## src/rtl/fetch_pkg.sv

```systemverilog
// fetch_pkg: shared types, opcodes, program start table and branch target LUT for instr_fetch
package fetch_pkg;
    localparam int PC_W    = 10;
    localparam int INSTR_W = 9;
    localparam int LUT_W   = 5;
    localparam int PSEL_W  = 2;

    typedef enum logic [1:0] {IDLE, RUN, DONE} state_t;

    localparam logic [INSTR_W-1:0] NOP  = '0;
    localparam logic [INSTR_W-1:0] HALT = '1;

    // encode, decode, burst-decode, spare
    localparam logic [PC_W-1:0] START_ADDR [2**PSEL_W] = '{
        10'h000, 10'h080, 10'h100, 10'h000
    };

    localparam logic [PC_W-1:0] BRANCH_LUT [2**LUT_W] = '{
        10'h000, 10'h010, 10'h020, 10'h0A0, 10'h0A2, 10'h040, 10'h085, 10'h0A0,
        10'h090, 10'h025, 10'h0C0, 10'h0C8, 10'h0D0, 10'h0D8, 10'h0E0, 10'h0E8,
        10'h110, 10'h118, 10'h120, 10'h128, 10'h130, 10'h138, 10'h140, 10'h148,
        10'h180, 10'h188, 10'h190, 10'h198, 10'h1A0, 10'h1A8, 10'h1B0, 10'h3FF
    };

    // Sequential PC step; wraps modulo 2^PC_W with no flag.
    function automatic logic [PC_W-1:0] pc_inc(input logic [PC_W-1:0] pc);
        return pc + PC_W'(1);
    endfunction
endpackage

```

## src/rtl/branch_lut.sv

```systemverilog
// branch_lut: combinational branch-target lookup
//   i_idx    : LUT index taken from the instruction's low bits
//   o_target : absolute PC of the branch target
module branch_lut
    import fetch_pkg::*;
(
    input  logic [LUT_W-1:0] i_idx,
    output logic [PC_W-1:0]  o_target
);
    assign o_target = BRANCH_LUT[i_idx];
endmodule

```

## src/rtl/instr_fetch.sv

```systemverilog
// instr_fetch: PC, next-PC selection and program start/halt sequencing
//   Clk, Reset_n       : clock, async active-low reset
//   Start, ProgSel     : launch program ProgSel from IDLE or DONE
//   Stall              : hold PC and suppress the instruction this cycle
//   Branch, Zero       : taken branch when both set
//   TargetIdx          : branch LUT index
//   InstrIn / ProgCtr  : combinational ROM data / address
//   Instr, InstrValid  : gated instruction to the decoder
//   Done               : program reached HALT
module instr_fetch
    import fetch_pkg::*;
(
    input  logic               Clk,
    input  logic               Reset_n,
    input  logic               Start,
    input  logic [PSEL_W-1:0]  ProgSel,
    input  logic               Stall,
    input  logic               Branch,
    input  logic               Zero,
    input  logic [LUT_W-1:0]   TargetIdx,
    input  logic [INSTR_W-1:0] InstrIn,
    output logic [PC_W-1:0]    ProgCtr,
    output logic [INSTR_W-1:0] Instr,
    output logic               InstrValid,
    output logic               Done
);
    state_t            r_state, w_next_state;
    logic [PC_W-1:0]   r_pc, w_next_pc, w_lut_target;
    logic              w_halt;

    branch_lut u_lut (
        .i_idx    (TargetIdx),
        .o_target (w_lut_target)
    );

    assign w_halt  = InstrIn == HALT;
    assign ProgCtr = r_pc;

    always_ff @(posedge Clk or negedge Reset_n) begin
        if (!Reset_n) begin
            r_state <= IDLE;
            r_pc    <= '0;
        end else begin
            r_state <= w_next_state;
            r_pc    <= w_next_pc;
        end
    end

    // Priority in RUN: stall, then HALT, then taken branch, then increment.
    always_comb begin
        w_next_state = r_state;
        w_next_pc    = r_pc;
        case (r_state)
            IDLE, DONE: begin
                if (Start) begin
                    w_next_state = RUN;
                    w_next_pc    = START_ADDR[ProgSel];
                end
            end
            RUN: begin
                if (!Stall) begin
                    if (w_halt)
                        w_next_state = DONE;
                    else if (Branch && Zero)
                        w_next_pc = w_lut_target;
                    else
                        w_next_pc = pc_inc(r_pc);
                end
            end
            default: w_next_state = IDLE;
        endcase
    end

    always_comb begin
        InstrValid = (r_state == RUN) && !Stall;
        Instr      = InstrValid ? InstrIn : NOP;
        Done       = r_state == DONE;
    end
endmodule

```

## config.mk

```make
export PLATFORM = sky130hd
export DESIGN_NAME = instr_fetch
export DESIGN_NICKNAME = d
export VERILOG_FILES = /design/src/rtl/fetch_pkg.sv /design/src/rtl/branch_lut.sv /design/src/rtl/instr_fetch.sv
export SDC_FILE = /design/constraint.sdc
export NUM_CORES = 1
export LEC_CHECK = 0
export CAP_MARGIN = 10
export CORE_UTILIZATION = 40
export DETAILED_ROUTE_END_ITERATION = 8
export GPL_TIMING_DRIVEN = 0
export PLACE_DENSITY_LB_ADDON = 0.08
export SLEW_MARGIN = 10
export SYNTH_ARGS = -nofsm -noshare
export SYNTH_HDL_FRONTEND = slang
export SYNTH_SLANG_ARGS = --single-unit
```

## constraint.sdc

```tcl
create_clock -name Clk -period 1.5 [get_ports Clk]
set_input_delay 0.375 -clock Clk [delete_from_list [all_inputs] [get_ports Clk]]
set_output_delay 0.375 -clock Clk [all_outputs]
set_load 0.05 [all_outputs]
```

==> results.py <==
metrics = {
    "run_status": {
        "status": "finished with violations",
        "violations": "setup timing",
    },
    "timing": {
        "fin_crit_sh_pct": 120,
        "finalHoldViolations": 0,
        "fmax_mhz": 557,
        "clock_skew_ns": 0.00175,
        "rsz0062_at_grt": "yes",
        "worst_slew_pin_slew_ns": 0.574,
        "layout_min_cycle_time_ns": 1.80,
        "setup_violations": 22,
        "final_critical_path_setup_slack_ns": -0.296,
        "slew_headroom_pct": 61.6,
        "setup_tns_ns": -4.13,
        "drv_slew": 0,
    },
    "worst_setup_path": {
        "cp-end-kind": "output pin",
        "critPathSlowestCell": "dfrtp_1",
        "crit_chain": "nor3b_4, clkbuf_8, and2_4, buf_8",
        "cp_num_buf_inv": 2,
        "path_delay_family": "flip-flops",
        "critPathLaunchType": "register",
        "crit_required_ns": 1.12,
        "worstPathArrival_ns": 1.42,
        "path_max_fanout": 5,
        "max_stage_delay_ns": 0.42,
        "worstSetupPathType": "reg2out",
    },
    "floorplanning": {
        "die_y_um": 56.1,
        "start_util_pct": 42.4,
        "die_area_um2": 3140,
        "chipWidth_um": 56.1,
        "coreArea_um2": 2760,
        "io-pin-count": 43,
        "rows": 19,
    },
    "power_and_ir_drop": {
        "peakVddDrop_v": 0.00138,
        "total_power_mw": 2.27,
        "power.leakage_nw": 0.917,
        "power_density_nw_per_um2": 1110,
    },
    "logic_synthesis": {
        "netlist_area_um2": 1170,
        "synth_flop_cell": "dfrtp_1",
        "synth_area_leaders": "dfrtp_1 26%, ha_1 7.5%, a21oi_1 5.6%",
        "yosys_warnings": 0,
        "postSynth.asyncResetShare_pct": 100,
        "synth_edf_count": 0,
        "ys_types": 45,
        "synth_top_cell_by_area": "dfrtp_1",
        "yosysSeqAreaShare_pct": 25.7,
        "synth_top_cell_area_share_pct": 25.7,
        "yosys_register_bits": 12,
        "syn-num-nets": 178,
        "synth_cells": 149,
        "syn_area_per_cell_um2": 7.84,
    },
    "place": {
        "dp_hpwl_mm": 2.60,
        "io_buffers": 41,
        "gp_congestion": 0.842,
        "dp_slack_ns": -1.15,
    },
    "detailed_routing": {
        "vias": 1435,
        "viasPerCell": 5.88,
        "drtIter0Drc": 72,
        "drtAntennaViolNets": 0,
        "firstDrtPassIters": 4,
        "drcViolationCount": 0,
        "post_drt_wl_per_cell_um": 16.7,
        "wl_mm": 4.07,
    },
    "clock_tree": {
        "root_buffer": "clkbuf_4",
        "clk_latency_ns": 0.28,
        "cts_made_buffers": 3,
        "cts.sinks": 12,
        "clk_pin_slew_ns": 0.07,
        "clockBufferDepth": 2,
        "h-tree-depth": 1,
        "cts_tree": "done",
    },
    "finish": {
        "fin_util_pct": 74.1,
        "n_fill_cell": 191,
        "diodes": 0,
        "nNetsFinal": 243,
        "layout-drive-gt1-share_pct": 46.5,
        "area_delta_synth_final_pct": 74.8,
    },
    "global_route": {
        "met3_usage_pct": 6.05,
        "grt.total_usage_pct": 24.5,
        "grt-ovfl-total": 0,
        "met2_usage_pct": 42.0,
        "grt_max_degree": 13,
        "grt_pass1_wl_mm": 6.15,
        "met1_usage_pct": 32.3,
        "grt_pass1_vias": 1336,
        "busiest_layer": "met2",
        "antenna_found_initial": 0,
    },
    "flow_run": {
        "cap_violations": 0,
    },
    "worst_hold_path": {
        "hp-class": "in2async",
    },
}
-- cells in the final DEF, fill, tap and decap left out, types with 3 or more instances in the layout --
cell and n:
nand2b_1 3, a21oi_1 13, nand3_1 5, nand2_1 7, clkdlybuf4s15_2 7, and2_4 10, buf_8 10, clkdlybuf4s50_1 6
ha_1 5, buf_6 6, clkbuf_4 5, dfrtp_2 7, dlygate4sd2_1 11, o21ai_0 7, o21ai_1 3, dfrtp_1 5
nand2_4 5, nor3_1 3, inv_1 5, buf_2 6, nand4_1 3, buf_4 15, nor2_1 10, a22o_1 3
a211oi_2 3
-- cell type report --
class / count / area [um2] / share of cell area (%)
repair buffers: 61 / 614 / 30.1
clock buffers: 4 / 26.3 / 1.29
well taps: 31 / 38.8 / 1.90
inverters: 7 / 26.3 / 1.29
plain buffers: 6 / 53.8 / 2.63
multi-input cells: 123 / 975 / 47.7
flip-flops and latches: 12 / 309 / 15.1
-- per-stage QoR --
stage / std cells / instance area (um2) / hold WS (ns)
floorplan: 149 / 1210 / 0.0794
CTS: 239 / 1930 / 0.472
finish: 244 / 2040 / 0.462
detailed placement: 221 / 1660 / 0.534
global route: 244 / 2040 / 0.495
global placement: 221 / 1660 / 0.528
-- path summary, 6_finish.rpt --
check | from | end | slack [ns] | cells after the start
max | r_state[0]$_DFFE_PN0P_ | Instr[7] | -0.30 | 4
min | Reset_n | ProgCtr[4]$_DFFE_PN0P_ | 0.46 | 1
max reg2reg | r_state[1]$_DFFE_PN0P_ | ProgCtr[7]$_DFFE_PN0P_ | -0.22 | 8
max in group asynchronous | Reset_n | ProgCtr[3]$_DFFE_PN0P_ | 0.63 | 1
min in group Clk | Stall | r_state[0]$_DFFE_PN0P_ | 0.53 | 3
min reg2reg | ProgCtr[8]$_DFFE_PN0P_ | ProgCtr[8]$_DFFE_PN0P_ | 0.55 | 1
-- where the power goes --
group | leakage [nW] | total (mW) | switching [mW] | internal (mW)
Combinational | 0.759 | 1.45 | 0.867 | 0.585
Clock | 0.0150 | 0.214 | 0.111 | 0.103
Sequential | 0.143 | 0.605 | 0.165 | 0.440
Total | 0.917 | 2.27 | 1.14 | 1.13
-- Yosys cell counts (all sizes together), types with 2 or more instances --
| cell type | count |
|---|---|
| o31ai | 2 |
| mux2i | 2 |
| nand3 | 7 |
| ha | 7 |
| clkbuf | 2 |
| nor2 | 11 |
| a211oi | 3 |
| and3 | 2 |
| and2 | 11 |
| nand4 | 3 |
| and3b | 2 |
| inv | 7 |
| o31a | 2 |
| nand2b | 3 |
| dfrtp | 12 |
| nor2b | 3 |
| a21oi | 13 |
| o21ai | 12 |
| nor3 | 4 |
| a22o | 3 |
| buf | 5 |
| nor3b | 2 |
| nand2 | 14 |
| a221oi | 2 |
-- flip-flops by register name, indices dropped and copies added (netlist names) --
register,count
ProgCtr,10
r_state,2
-- routing by layer --
metal	vias to the layer above	routed length, um
li1	680	-
met1	680	1670
met2	71	2040
met3	4	328
met4	0	32
met5	-	0
-- logic make-up after synthesis --
| kind of cell | share of synthesized area, % |
|---|---|
| fa+ha+maj | 7.49 |
| xor+xnor | 0.750 |
| simple gates | 32.5 |
| buf+inv | 5.57 |
| mux | 1.71 |
| flops | 25.7 |
| compound gates | 26.2 |
-- what timing repair did --
item,in CTS,in global routing
pin swaps,20,10
gates cloned,1,0
endpoints found under the setup margin,32,24
hold buffers,0,0
endpoints found under the hold margin,0,0
gates resized for setup,163,31
buffers inserted,14,5
(Power assumes the default switching activity.)
